$ cat src/rtl/riscv_pkg.sv
// rtl/riscv_pkg.sv - shared widths, size codes and data-memory arbiter types
// Purpose: common definitions imported by the data-memory arbiter and its response router.
// Contents: XLEN/ALEN, F3_* load/store size codes, arb_state_t, rsp_owner_t, mem_req_t.
package riscv_pkg;

  localparam int XLEN = 32;
  localparam int ALEN = 32;

  localparam logic [2:0] F3_B  = 3'b000;
  localparam logic [2:0] F3_H  = 3'b001;
  localparam logic [2:0] F3_W  = 3'b010;
  localparam logic [2:0] F3_BU = 3'b100;
  localparam logic [2:0] F3_HU = 3'b101;

  typedef enum logic [1:0] {
    ARB_NORMAL,
    ARB_BOOST,
    ARB_LOCKED
  } arb_state_t;

  typedef enum logic [1:0] {
    RSP_NONE,
    RSP_P0,
    RSP_P1
  } rsp_owner_t;

  typedef struct packed {
    logic            we;
    logic [3:0]      be;
    logic [2:0]      funct3;
    logic [ALEN-1:0] addr;
    logic [XLEN-1:0] wdata;
  } mem_req_t;

endpackage

$ cat src/rtl/dmem_rsp_router.sv
// rtl/dmem_rsp_router.sv - one-entry load owner tag and read-data demux
// Purpose: remembers which port issued the load in the previous cycle and
//   steers the memory's registered read data to that port only.
// Ports:
//   clk, rst_n         clock, asynchronous active-low reset
//   load_issue_i       a load was issued this cycle
//   load_port_i        issuing port (0 or 1)
//   mem_rdata_i        registered read data from memory
//   rspN_valid_o/rdata_o  per-port response, rdata forced to 0 when not valid
module dmem_rsp_router
  import riscv_pkg::*;
(
  input  logic            clk,
  input  logic            rst_n,
  input  logic            load_issue_i,
  input  logic            load_port_i,
  input  logic [XLEN-1:0] mem_rdata_i,
  output logic            rsp0_valid_o,
  output logic [XLEN-1:0] rsp0_rdata_o,
  output logic            rsp1_valid_o,
  output logic [XLEN-1:0] rsp1_rdata_o
);

  rsp_owner_t owner_q, owner_d;

  // The tag lives for exactly one cycle: a new load overwrites it, no load clears it.
  always_comb begin
    owner_d = RSP_NONE;
    if (load_issue_i) begin
      owner_d = load_port_i ? RSP_P1 : RSP_P0;
    end
  end

  always_ff @(posedge clk or negedge rst_n) begin
    if (!rst_n) begin
      owner_q <= RSP_NONE;
    end else begin
      owner_q <= owner_d;
    end
  end

  assign rsp0_valid_o = (owner_q == RSP_P0);
  assign rsp1_valid_o = (owner_q == RSP_P1);
  assign rsp0_rdata_o = rsp0_valid_o ? mem_rdata_i : '0;
  assign rsp1_rdata_o = rsp1_valid_o ? mem_rdata_i : '0;

endmodule

$ cat src/rtl/dmem_arbiter.sv
// rtl/dmem_arbiter.sv - two-port data-memory arbiter with starvation boost and burst lock
// Purpose: shares the single data-memory port between the CPU MEM stage (port 0,
//   fixed priority) and the debug/boot DMA (port 1). At most one access per cycle;
//   load data is routed back to its owner one cycle after issue.
// Ports:
//   clk, rst_n                     clock, asynchronous active-low reset
//   reqN_valid/ready               request handshake, issue = valid && ready
//   reqN_we/be/funct3/addr/wdata   request fields
//   req1_lock                      port 1 asks to hold the memory for a burst
//   rspN_valid/rdata               load response, one cycle after issue
//   mem_we/be/funct3/addr/wdata    to memory, all zero when nobody wins
//   mem_rdata                      registered read data from memory
module dmem_arbiter
  import riscv_pkg::*;
#(
  parameter int STARVE_LIMIT = 8,
  parameter int LOCK_MAX     = 16
) (
  input  logic            clk,
  input  logic            rst_n,
  input  logic            req0_valid,
  output logic            req0_ready,
  input  logic            req0_we,
  input  logic [3:0]      req0_be,
  input  logic [2:0]      req0_funct3,
  input  logic [ALEN-1:0] req0_addr,
  input  logic [XLEN-1:0] req0_wdata,
  output logic            rsp0_valid,
  output logic [XLEN-1:0] rsp0_rdata,
  input  logic            req1_valid,
  output logic            req1_ready,
  input  logic            req1_we,
  input  logic [3:0]      req1_be,
  input  logic [2:0]      req1_funct3,
  input  logic [ALEN-1:0] req1_addr,
  input  logic [XLEN-1:0] req1_wdata,
  output logic            rsp1_valid,
  output logic [XLEN-1:0] rsp1_rdata,
  input  logic            req1_lock,
  output logic            mem_we,
  output logic [3:0]      mem_be,
  output logic [2:0]      mem_funct3,
  output logic [ALEN-1:0] mem_addr,
  output logic [XLEN-1:0] mem_wdata,
  input  logic [XLEN-1:0] mem_rdata
);

  localparam int SW = $clog2(STARVE_LIMIT + 1);
  localparam int LW = $clog2(LOCK_MAX + 1);

  arb_state_t      state_q, state_d;
  logic [SW-1:0]   starve_q, starve_d;
  logic [LW-1:0]   lock_q, lock_d;
  logic            grant0, grant1, yield;
  mem_req_t        req0, req1, mem_req;

  assign req0 = {req0_we, req0_be, req0_funct3, req0_addr, req0_wdata};
  assign req1 = {req1_we, req1_be, req1_funct3, req1_addr, req1_wdata};

  // A full lock with port 0 waiting spends one cycle granting nobody so the
  // state can drop back to normal, where port 0 then wins on priority.
  assign yield = (state_q == ARB_LOCKED) && (lock_q == LW'(LOCK_MAX)) && req0_valid;

  // Grants are gated by rst_n so the handshake and memory controls read as
  // idle for the whole time reset is asserted, not just after the first edge.
  always_comb begin
    grant0 = 1'b0;
    grant1 = 1'b0;
    if (rst_n) begin
      case (state_q)
        ARB_NORMAL: begin
          grant0 = req0_valid;
          grant1 = !req0_valid && req1_valid;
        end
        ARB_BOOST: begin
          grant1 = req1_valid;
          grant0 = !req1_valid && req0_valid;
        end
        ARB_LOCKED: begin
          grant1 = req1_valid && !yield;
        end
        default: begin
          grant0 = 1'b0;
          grant1 = 1'b0;
        end
      endcase
    end
  end

  assign req0_ready = grant0;
  assign req1_ready = grant1;

  assign mem_req    = grant0 ? req0 : (grant1 ? req1 : '0);
  assign mem_we     = mem_req.we;
  assign mem_be     = mem_req.be;
  assign mem_funct3 = mem_req.funct3;
  assign mem_addr   = mem_req.addr;
  assign mem_wdata  = mem_req.wdata;

  always_comb begin
    state_d  = state_q;
    starve_d = starve_q;
    lock_d   = lock_q;

    if (grant1) begin
      starve_d = '0;
    end else if (req1_valid && (starve_q != SW'(STARVE_LIMIT))) begin
      starve_d = starve_q + SW'(1);
    end

    case (state_q)
      ARB_NORMAL: begin
        if (grant1 && req1_lock) begin
          state_d = ARB_LOCKED;
          lock_d  = LW'(1);
        end else if (starve_d == SW'(STARVE_LIMIT)) begin
          // Using the next count lets port 1 win on the very cycle the limit is hit.
          state_d = ARB_BOOST;
        end
      end
      ARB_BOOST: begin
        if (grant1 || !req1_valid) begin
          state_d  = ARB_NORMAL;
          starve_d = '0;
        end
      end
      ARB_LOCKED: begin
        if (grant1 && (lock_q != LW'(LOCK_MAX))) begin
          lock_d = lock_q + LW'(1);
        end
        if (!req1_lock || yield) begin
          state_d = ARB_NORMAL;
          lock_d  = '0;
        end
      end
      default: begin
        state_d = ARB_NORMAL;
      end
    endcase
  end

  always_ff @(posedge clk or negedge rst_n) begin
    if (!rst_n) begin
      state_q  <= ARB_NORMAL;
      starve_q <= '0;
      lock_q   <= '0;
    end else begin
      state_q  <= state_d;
      starve_q <= starve_d;
      lock_q   <= lock_d;
    end
  end

  dmem_rsp_router u_rsp_router (
    .clk          (clk),
    .rst_n        (rst_n),
    .load_issue_i ((grant0 || grant1) && !mem_req.we),
    .load_port_i  (grant1),
    .mem_rdata_i  (mem_rdata),
    .rsp0_valid_o (rsp0_valid),
    .rsp0_rdata_o (rsp0_rdata),
    .rsp1_valid_o (rsp1_valid),
    .rsp1_rdata_o (rsp1_rdata)
  );

endmodule
$ cat config.mk
export PLATFORM = sky130hd
export DESIGN_NAME = dmem_arbiter
export DESIGN_NICKNAME = d
export VERILOG_FILES = /design/src/rtl/riscv_pkg.sv /design/src/rtl/dmem_rsp_router.sv /design/src/rtl/dmem_arbiter.sv
export SDC_FILE = /design/constraint.sdc
export NUM_CORES = 1
export LEC_CHECK = 0
export CAP_MARGIN = 20
export CORE_AREA = 3 3 122 124
export CTS_CLUSTER_SIZE = 20
export DETAILED_ROUTE_END_ITERATION = 12
export DIE_AREA = 0 0 125 127
export PLACE_DENSITY = 0.55
export RECOVER_POWER = 100
export SLEW_MARGIN = 20
export SYNTH_ARGS = -nofsm -noshare
export SYNTH_HDL_FRONTEND = slang
export SYNTH_SLANG_ARGS = --single-unit
export TNS_END_PERCENT = 100
$ cat constraint.sdc
create_clock -name clk -period 7.05 [get_ports clk]
set_input_delay 2.115 -clock clk [delete_from_list [all_inputs] [get_ports clk]]
set_output_delay 2.115 -clock clk [all_outputs]
set_load 0.05 [all_outputs]
Word level (Yosys, flattened, before mapping):

Index checks and enable logic that the tools add are counted.

* bits in registers: 13
* latch bits: 0
* RAM bits: 0
* memory bits (read-only): 0
* bits of input ports: 181
* output and inout port bits: 140
* memories: 0

* add/subtract/negate cells: 2
* $mul: 0
* divide/modulo/power cells: 0
* magnitude comparators: 0
* eq/ne operators: 13
* shifts and indexed selects: 0
* mux-type cells: 23
* bitwise gates (word level): 0
* reductions and logical operators: 21

Operators with widths (count)
* 72-bit 2-to-1 mux: 2
* 32-bit 2-to-1 mux: 2
* 4-bit 2-to-1 mux: 4
* 5-bit 2-to-1 mux: 3
* 2-bit 2-to-1 mux: 6
* 5-bit case mux with 2 select lines: 1
* 1-bit logical AND: 9
* 2-bit case mux with 3 select lines: 1
* 3-bit AND reduction: 2
* 5-bit by 1-bit adder with 5-bit output, second input constant: 1
* 5-bit equality test, second input constant: 1
* 1-bit zero test: 5
* 5-bit inequality test, second input constant: 1
* 4-bit by 1-bit adder with 4-bit output, second input constant: 1
* 2-bit by 1-bit equality test with 1-bit output, second input constant: 2
* 2-bit equality test, second input constant: 2
* 4-bit equality test, second input constant: 1
* 2-bit inequality test, second input constant: 2
* 4-bit inequality test, second input constant: 1
* 1-bit logical OR: 3
* 3-bit by 1-bit inequality test with 1-bit output, second input constant: 1
* 3-bit inequality test, second input constant: 1
* 1-bit case mux with 3 select lines: 1
* 2-bit zero test: 1
* other kinds (4): 5

Longest topological paths before layout:

Gate-level depths: netlist of run 1.

* depth in word-level cells: 12
* mapped depth: 8
* mapped depth without buffers: 6

Hierarchy:

A second synthesis of run 1 with hierarchy kept.

* cells, all modules: 260
* area total of the unflattened synthesis: 2260.9 sq um

Modules (own cells, without submodules)
* dmem_arbiter: instances 1, cells each 176, area an instance 1492.7 sq um, sequential area each 275.3 sq um
* dmem_rsp_router: instances 1, cells each 84, area an instance 768.2 sq um, sequential area each 50.0 sq um

Least setup slack after synthesis of run 1:

No wires, ideal clock.

* path type: in2out
* from: in req0_valid
* to: out mem_addr[30]
* data arrival time: 3.582 ns
* path slack: 1.353 ns
* stages on the path: 6
* path buffers: 3
* path through: clkbuf_1 > nand3b_1 > nor2_1 > buf_2 > buf_2 > a22o_1

RTL lines
* start: declaration: RTL line dmem_arbiter.sv:21 `input logic req0_valid,`
* 1-bit logical AND: RTL line dmem_arbiter.sv:77 `grant0 = !req1_valid && req0_valid;`
* 1-bit case mux with 2 select lines *: RTL line dmem_arbiter.sv:70 `case (state_q)`
* 1-bit 2-to-1 mux *: RTL line dmem_arbiter.sv:69 `if (rst_n) begin`
* via req0_ready: RTL line dmem_arbiter.sv:22 `output logic req0_ready,`
* 72-bit 2-to-1 mux *: RTL line dmem_arbiter.sv:93 `assign mem_req = grant0 ? req0 : (grant1 ? req1 : '0);`
* end: declaration: RTL line dmem_arbiter.sv:43 `output logic [ALEN-1:0] mem_addr,`

Mark *: on every way through the listed nets, which the timed path passes. The rest lies on a longest branch.

Final worst setup path of run 1:

* from: in req1_valid
* to: out mem_wdata[2]

* word-level cells in the longest chain between the ends: 5

RTL lines
* start: declaration: RTL line dmem_arbiter.sv:30 `input logic req1_valid,`
* 1-bit logical AND, or another cell as far along: RTL line dmem_arbiter.sv:80 `grant1 = req1_valid && !yield;`
* 1-bit case mux with 3 select lines or 1-bit logical AND (tied branches): RTL line dmem_arbiter.sv:70, dmem_arbiter.sv:77
* 1-bit 2-to-1 mux or 1-bit case mux with 2 select lines (tied branches): RTL line dmem_arbiter.sv:69, dmem_arbiter.sv:70
* 72-bit 2-to-1 mux or 1-bit 2-to-1 mux (tied branches): RTL line dmem_arbiter.sv:93, dmem_arbiter.sv:69
* 72-bit 2-to-1 mux *: RTL line dmem_arbiter.sv:93
* end: declaration: RTL line dmem_arbiter.sv:44 `output logic [XLEN-1:0] mem_wdata,`

Mark *: on every way between the ends. The rest lies on a longest branch, timed or not.

==> reports/qor.txt, run 1 <==
launching element of the worst setup path = req1_valid
worst slew pin tran = 653 ps
largest family of logic cells by synthesized area = compound AO/OA/AOI/OAI gates
input/output buffers = 320
number of clock sinks seen by CTS = 13
# rows = 43
final worst slack = 475 ps
Max Clock Freq = 0.152 GHz
hold bufs inserted after CTS = 0
number of nets with antenna violations after routing = 0
final period utilization = 0.933
Routed WL = 14,700 um
area taken by multi-input logic gates = 1540 um2
pin count of the biggest net entering global routing = 73
clk_lat worst skew = 240 ps
maximum fanout count along the critical path = 72
core region area = 13,900 um2
register area share after synthesis = 0.160
number of buffers added for setup after CTS = 0
Max clock buf depth = 2
Worst Setup Path Type = in2out
post-synthesis share of cell area spent on and, or, nand and nor gates = 0.317
multiplexer share of the synthesized area = 0.0203
startpoint types = input port
overall die width = 125 um
effective utilization at floorplan = 0.147
diode count = 0
DRC marker count from the first detailed-route iteration = 114
run status = completed
Worst setup EP type = output port
clock tree from TritonCTS = done
mean instance size in the synthesized netlist = 8.09 um2
final-report setup violation count = 0
sequential standard cell area = 325 um2
total routing resource utilization after global routing = 0.170
DR vias/cell = 4.33
required time reported for the critical path endpoint = 4930 ps
headroom to the max-slew limit = 0.567
DP HPWL = 12,600 um
setup repair after global routing missed its margin = no
total number of vias = 3,191
layout cells sized above 1 = 0.0880
post-synthesis cell type count = 42
TritonCTS buffer count = 3
worst setup slack before clock tree synthesis = 838 ps
count of unresolved DRC violations after routing = 0
total instance count after detailed placement = 733
Final Hold Vio Count = 0
Synth Area in XOR/XNOR = 0.00859
number of warning messages in the yosys log = 0
Seq cells post-synth = 13
Crit Reg-Reg Endpoint = lock_q[1]$_DFFE_PN0P_
max-cap check violation count = 0
ratio of total power to cell area = 142 nW/um2
clk root buf = sky130_fd_sc_hd__clkbuf_16
worst-case register-to-register setup slack = 5150 ps
I/O pin count = 321
clk_skew = 5.30 ps
peak ir drop on the vdd network = 0.191 mV
wire length of the first global-routing pass = 21,400 um
CP arrival = 4460 ps
total standard cell area after synthesis = 2040 um2
Final Wtd Congestion = 0.935
critical path capture point = mem_wdata[2]
initial antenna violation count = 0
area fraction in compound gates after synthesis = 0.382
Wirelength per Cell = 20.0 um
final net count = 743
post-synth net total = 437
Worst Hold Class = reg2reg
Reg2Reg Depth = 6
summed negative setup slack over all endpoints = 0 ps
Syn Inst Count = 252
non-filler cells, final = 737
Die ar. = 15,900 um2
total number of H-tree levels = 1
start of the worst register-to-register path = lock_q[0]$_DFFE_PN0P_
number of global-route vias before repair = 3,335
final global-route overflow total = 0
leakage power figure = 0.00242 uW
clock transition at the registers of the reported paths = 50 ps
Chip Height = 127 um
number of max-slew violations in the final report = 0
PostCTS Resize Cnt = 0
adder-cell area share of the yosys netlist = 0.0246
Fill cells = 1,435
count of TritonRoute iterations in the first routing pass = 4
final critical path time including I/O delays and setup = 6580 ps
worst hold margin = 544 ps
layout overhead on the synthesized area = 172%
-- cell usage after synthesis --
master	n	area share
sky130_fd_sc_hd__nand4_1	2	0.0061
sky130_fd_sc_hd__a22o_1	73	0.31
sky130_fd_sc_hd__ha_1	4	0.025
sky130_fd_sc_hd__mux2i_1	3	0.015
sky130_fd_sc_hd__and2_1	66	0.20
sky130_fd_sc_hd__xnor2_1	1	0.0043
sky130_fd_sc_hd__a211oi_1	1	0.0037
sky130_fd_sc_hd__inv_1	8	0.015
sky130_fd_sc_hd__a22oi_1	2	0.0074
sky130_fd_sc_hd__nand4b_1	1	0.0043
sky130_fd_sc_hd__a21o_1	1	0.0037
sky130_fd_sc_hd__o221a_4	1	0.0098
sky130_fd_sc_hd__o32ai_1	1	0.0043
sky130_fd_sc_hd__a21oi_1	3	0.0074
sky130_fd_sc_hd__nor3_1	2	0.0049
sky130_fd_sc_hd__nand2b_1	5	0.015
sky130_fd_sc_hd__and3b_1	2	0.0086
sky130_fd_sc_hd__buf_6	7	0.039
sky130_fd_sc_hd__mux2_2	1	0.0055
sky130_fd_sc_hd__buf_1	4	0.0074
sky130_fd_sc_hd__clkbuf_1	8	0.015
sky130_fd_sc_hd__or2_2	1	0.0031
sky130_fd_sc_hd__nor2b_1	3	0.0092
sky130_fd_sc_hd__nor4_1	1	0.0031
sky130_fd_sc_hd__nor3b_1	1	0.0037
sky130_fd_sc_hd__xor2_1	1	0.0043
sky130_fd_sc_hd__nand3b_1	2	0.0074
sky130_fd_sc_hd__a21boi_0	1	0.0037
sky130_fd_sc_hd__nand3_1	4	0.0098
sky130_fd_sc_hd__or3b_1	1	0.0043
sky130_fd_sc_hd__o21bai_1	1	0.0037
sky130_fd_sc_hd__o32a_1	1	0.0049
sky130_fd_sc_hd__o211a_1	1	0.0049
sky130_fd_sc_hd__a31oi_1	1	0.0031
sky130_fd_sc_hd__o22ai_1	3	0.0092
sky130_fd_sc_hd__buf_2	5	0.012
sky130_fd_sc_hd__and4bb_4	1	0.0080
sky130_fd_sc_hd__o21ai_0	1	0.0025
sky130_fd_sc_hd__nor2_2	1	0.0031
sky130_fd_sc_hd__nor2_1	7	0.013
sky130_fd_sc_hd__dfrtp_1	13	0.16
sky130_fd_sc_hd__nand2_1	6	0.011
-- critical path, cell delays in order --
cell and delay (ps):
sky130_fd_sc_hd__dlygate4sd3_1 750, sky130_fd_sc_hd__nand2_1 190, sky130_fd_sc_hd__nor2_1 320, sky130_fd_sc_hd__buf_12 330, sky130_fd_sc_hd__a22o_1 200, sky130_fd_sc_hd__clkbuf_1 500
-- per-layer routing --
metal | vias up | wire length, um | track usage
met5 | - | 0 | 0
met4 | 0 | 184 | 0.0204
met3 | 12 | 1050 | 0.0443
met2 | 145 | 7790 | 0.322
met1 | 1483 | 5720 | 0.198
li1 | 1551 | - | -
-- state kept, by name (all words and copies together), names as in the netlist --
signal                count
lock_q                    5
starve_q                  4
state_q                   2
u_rsp_router.owner_q      2
-- where the power goes --
| part | internal (uW) | switching, uW | leakage [uW] |
|---|---|---|---|
| registers | 90.2 | 16.4 | 0.000171 |
| logic | 249 | 323 | 0.00222 |
| clock network | 76.3 | 31.4 | 0.0000382 |
-- area by class of cell --
class | instances | share of cell area
Tap cell | 180 | 0.0407
Timing Repair Buffer | 325 | 0.603
Multi-Input combinational cell | 207 | 0.278
Sequential cell | 13 | 0.0588
Inverter | 8 | 0.00543
Clock buffer | 4 | 0.0142
-- how the worst min path moves through the flow --
stage	startpoint	depth (start not counted)	endpoint
2_1_floorplan	lock_q[4]$_DFFE_PN0P_	1	lock_q[4]$_DFFE_PN0P_
5_1_grt	lock_q[4]$_DFFE_PN0P_	1	lock_q[4]$_DFFE_PN0P_
4_1_cts	lock_q[4]$_DFFE_PN0P_	1	lock_q[4]$_DFFE_PN0P_
6_report	lock_q[4]$_DFFE_PN0P_	1	lock_q[4]$_DFFE_PN0P_
3_3_place_gp	lock_q[4]$_DFFE_PN0P_	1	lock_q[4]$_DFFE_PN0P_
3_5_place_dp	lock_q[4]$_DFFE_PN0P_	1	lock_q[4]$_DFFE_PN0P_
-- metrics by stage --
step	power, uW	utilization	area (um2)
after floorplan	427	-	2040
after global placement	735	0.424	5890
after detailed placement	742	0.424	5890
after CTS	854	0.430	5960
after global routing	826	0.399	5530
final	787	0.399	5530
-- cell usage in the layout (no fill, tap or decap), types with 3 or more instances in the layout --
master and instances:
sky130_fd_sc_hd__and2_1 65, sky130_fd_sc_hd__buf_4 9, sky130_fd_sc_hd__buf_12 33, sky130_fd_sc_hd__nand2b_1 5, sky130_fd_sc_hd__nor2b_1 3, sky130_fd_sc_hd__ha_1 4
sky130_fd_sc_hd__inv_1 8, sky130_fd_sc_hd__clkbuf_16 3, sky130_fd_sc_hd__a22o_1 73, sky130_fd_sc_hd__nor2_1 7, sky130_fd_sc_hd__dfrtp_1 13, sky130_fd_sc_hd__nand2_1 6
sky130_fd_sc_hd__o22ai_1 3, sky130_fd_sc_hd__dlygate4sd3_1 69, sky130_fd_sc_hd__clkdlybuf4s50_1 178, sky130_fd_sc_hd__nand3_1 4, sky130_fd_sc_hd__a21oi_1 3, sky130_fd_sc_hd__clkbuf_1 37
sky130_fd_sc_hd__mux2i_1 3
-- cells by family after synthesis --
family | Yosys count
xor+xnor | 2
compound gates | 91
buf+inv | 32
fa+ha+maj | 4
simple gates | 106
flops | 13
mux | 4
(Power assumes the default switching activity.)
==> run 2, diff against run 1 <==
Settings changed: MAX_ROUTING_LAYER from default to met4.
==> run 2 against run 1 <==
Clock-buffer cell count unchanged. Utilization up 1.3 points. Design area up 3.4%. Flip-flop and latch count unchanged. Clock power about the same. Setup slack better by 12 ps. Total power up 2.9%. Sequential power about the same. Clock skew about the same. Cell count unchanged. Critical path depth unchanged. Largest power group unchanged.
==> reports/qor.txt, run 2 (synthesis results as in run 1) <==
number of max-slew violations in the final report = 0 (unchanged)
hold path cells = 1 (unchanged)
pin count of the biggest net entering global routing = 73 (unchanged)
final-report setup violation count = 0 (unchanged)
worst slew pin tran = 646 ps (-6.57 ps)
count of unresolved DRC violations after routing = 0 (unchanged)
leakage power figure = 0.00251 uW (+3.7%)
wire length of the first global-routing pass = 21,300 um (-0.22%)
clock tree from TritonCTS = done
peak ir drop on the vdd network = 0.191 mV (about the same)
startpoint types = input port
clk root buf = sky130_fd_sc_hd__clkbuf_16
input/output buffers = 320 (unchanged)
number of global-route vias before repair = 3,345 (+0.30%)
required time reported for the critical path endpoint = 4930 ps (about the same)
total number of H-tree levels = 1 (unchanged)
layout cells sized above 1 = 0.111 (+0.0233)
final critical path time including I/O delays and setup = 6560 ps (-12.0 ps)
end of the worst hold path = lock_q[4]$_DFFE_PN0P_
Routed WL = 14,700 um (-0.17%)
PostCTS Resize Cnt = 0 (unchanged)
clk_skew = 5.38 ps (+0.0746 ps)
number of buffers added for setup after CTS = 0 (unchanged)
Max Clock Freq = 0.152 GHz (+0.18%)
run status = completed
core region area = 13,900 um2 (unchanged)
layout overhead on the synthesized area = 181%
clk_lat worst skew = 240 ps (about the same)
ratio of total power to cell area = 142 nW/um2 (-0.41%)
Chip Height = 127 um (unchanged)
TritonCTS buffer count = 3 (unchanged)
Max clock buf depth = 2 (unchanged)
total routing resource utilization after global routing = 0.175 (+0.00506)
Worst setup EP type = output port
Fill cells = 1,410 (-1.7%)
number of clock sinks seen by CTS = 13 (unchanged)
start of the worst register-to-register path = lock_q[0]$_DFFE_PN0P_
maximum fanout count along the critical path = 72 (unchanged)
DP HPWL = 12,600 um (unchanged)
max-cap check violation count = 0 (unchanged)
register bank with the most flops = lock_q
count of TritonRoute iterations in the first routing pass = 4 (unchanged)
DRC marker count from the first detailed-route iteration = 136 (+19%)
dpl cell area = 5890 um2 (unchanged)
total number of vias = 3,198 (+0.22%)
Worst Setup Path Type = in2out
sequential standard cell area = 325 um2 (unchanged)
summed negative setup slack over all endpoints = 0 ps (unchanged)
DR vias/cell = 4.34 (+0.22%)
flip-flop count of the largest register, all copies and words added = 5 (unchanged)
Final Wtd Congestion = 0.952 (+1.8%)
final net count = 743 (unchanged)
Crit Reg-Reg Endpoint = lock_q[1]$_DFFE_PN0P_
area taken by multi-input logic gates = 1540 um2 (unchanged)
setup repair after global routing missed its margin = no
most frequent standard cell in the layout excluding fill and tap cells = sky130_fd_sc_hd__clkdlybuf4s50_1
overall die width = 125 um (unchanged)
# rows = 43 (unchanged)
CP arrival = 4450 ps (about the same)
Worst Hold Class = reg2reg
Wirelength per Cell = 20.0 um (-0.17%)
Die ar. = 15,900 um2 (unchanged)
launching element of the worst setup path = req1_valid
initial antenna violation count = 0 (unchanged)
I/O pin count = 321 (unchanged)
final period utilization = 0.931 (-0.00171)
Layout Cell Area excl Fill = 5720 um2 (+3.4%)
clock transition at the registers of the reported paths = 50 ps (about the same)
final global-route overflow total = 0 (unchanged)
Final Hold Vio Count = 0 (unchanged)
worst-case register-to-register setup slack = 5150 ps (about the same)
effective utilization at floorplan = 0.147 (unchanged)
Hold Startpoint = lock_q[4]$_DFFE_PN0P_
Reg2Reg Depth = 6 (unchanged)
largest registers in the final layout = lock_q: 5 flops, starve_q: 4 flops
diode count = 0 (unchanged)
number of nets with antenna violations after routing = 0 (unchanged)
leading cell types in the layout, fill and taps excluded = 178 x sky130_fd_sc_hd__clkdlybuf4s50_1, 73 x sky130_fd_sc_hd__a22o_1, 69 x sky130_fd_sc_hd__dlygate4sd3_1
headroom to the max-slew limit = 0.571 (+0.00436)
hold bufs inserted after CTS = 0 (unchanged)
run 2: cell count changes in the layout (fill, tap and decap cells not counted), sizes merged:
cell / change
buf: +13
clkbuf: -13
run 2: critical path, stage by stage:
cell and delay, ps:
sky130_fd_sc_hd__dlygate4sd3_1 740, sky130_fd_sc_hd__nand2_1 190, sky130_fd_sc_hd__nor2_1 320, sky130_fd_sc_hd__buf_12 330
sky130_fd_sc_hd__a22o_1 210, sky130_fd_sc_hd__clkbuf_1 480
run 2: worst max-delay path by stage:
stage                                to  cells after the start
after floorplan            mem_addr[30]                      6
after global placement     mem_wdata[9]                      6
after detailed placement         mem_we                      6
after CTS                        mem_we                      6
after global routing      mem_wdata[16]                      6
final                     mem_wdata[16]                      6
run 2: power by group:
part	internal, uW	switching, uW	leakage (uW)
logic	270	326	0.00230
clock network	76.3	31.3	0.0000382
registers	90.2	16.4	0.000171
run 2: per-layer routing:
| layer | GRT usage | part of all wire |
|---|---|---|
| met5 | - | 0 |
| met4 | 0.0204 | 0.013 |
| met3 | 0.0472 | 0.072 |
| met2 | 0.323 | 0.53 |
| met1 | 0.196 | 0.38 |
run 2: metrics by stage:
stage / total power (uW) / worst slack [ps] / util / instances / hold WS, ps
after floorplan: 427 / 1350 / - / 252 / 475
after global placement: 735 / 869 / 0.424 / 733 / 502
after detailed placement: 742 / 838 / 0.424 / 733 / 529
after CTS: 854 / 830 / 0.430 / 737 / 540
after global routing: 849 / 354 / 0.412 / 737 / 577
final: 810 / 487 / 0.412 / 737 / 541
run 2: final cells by class:
cell class                      instances  area share
Inverter                                8     0.00525
Clock buffer                            4      0.0138
Sequential cell                        13      0.0569
Multi-Input combinational cell        207       0.269
Timing Repair Buffer                  325       0.616
Tap cell                              180      0.0394
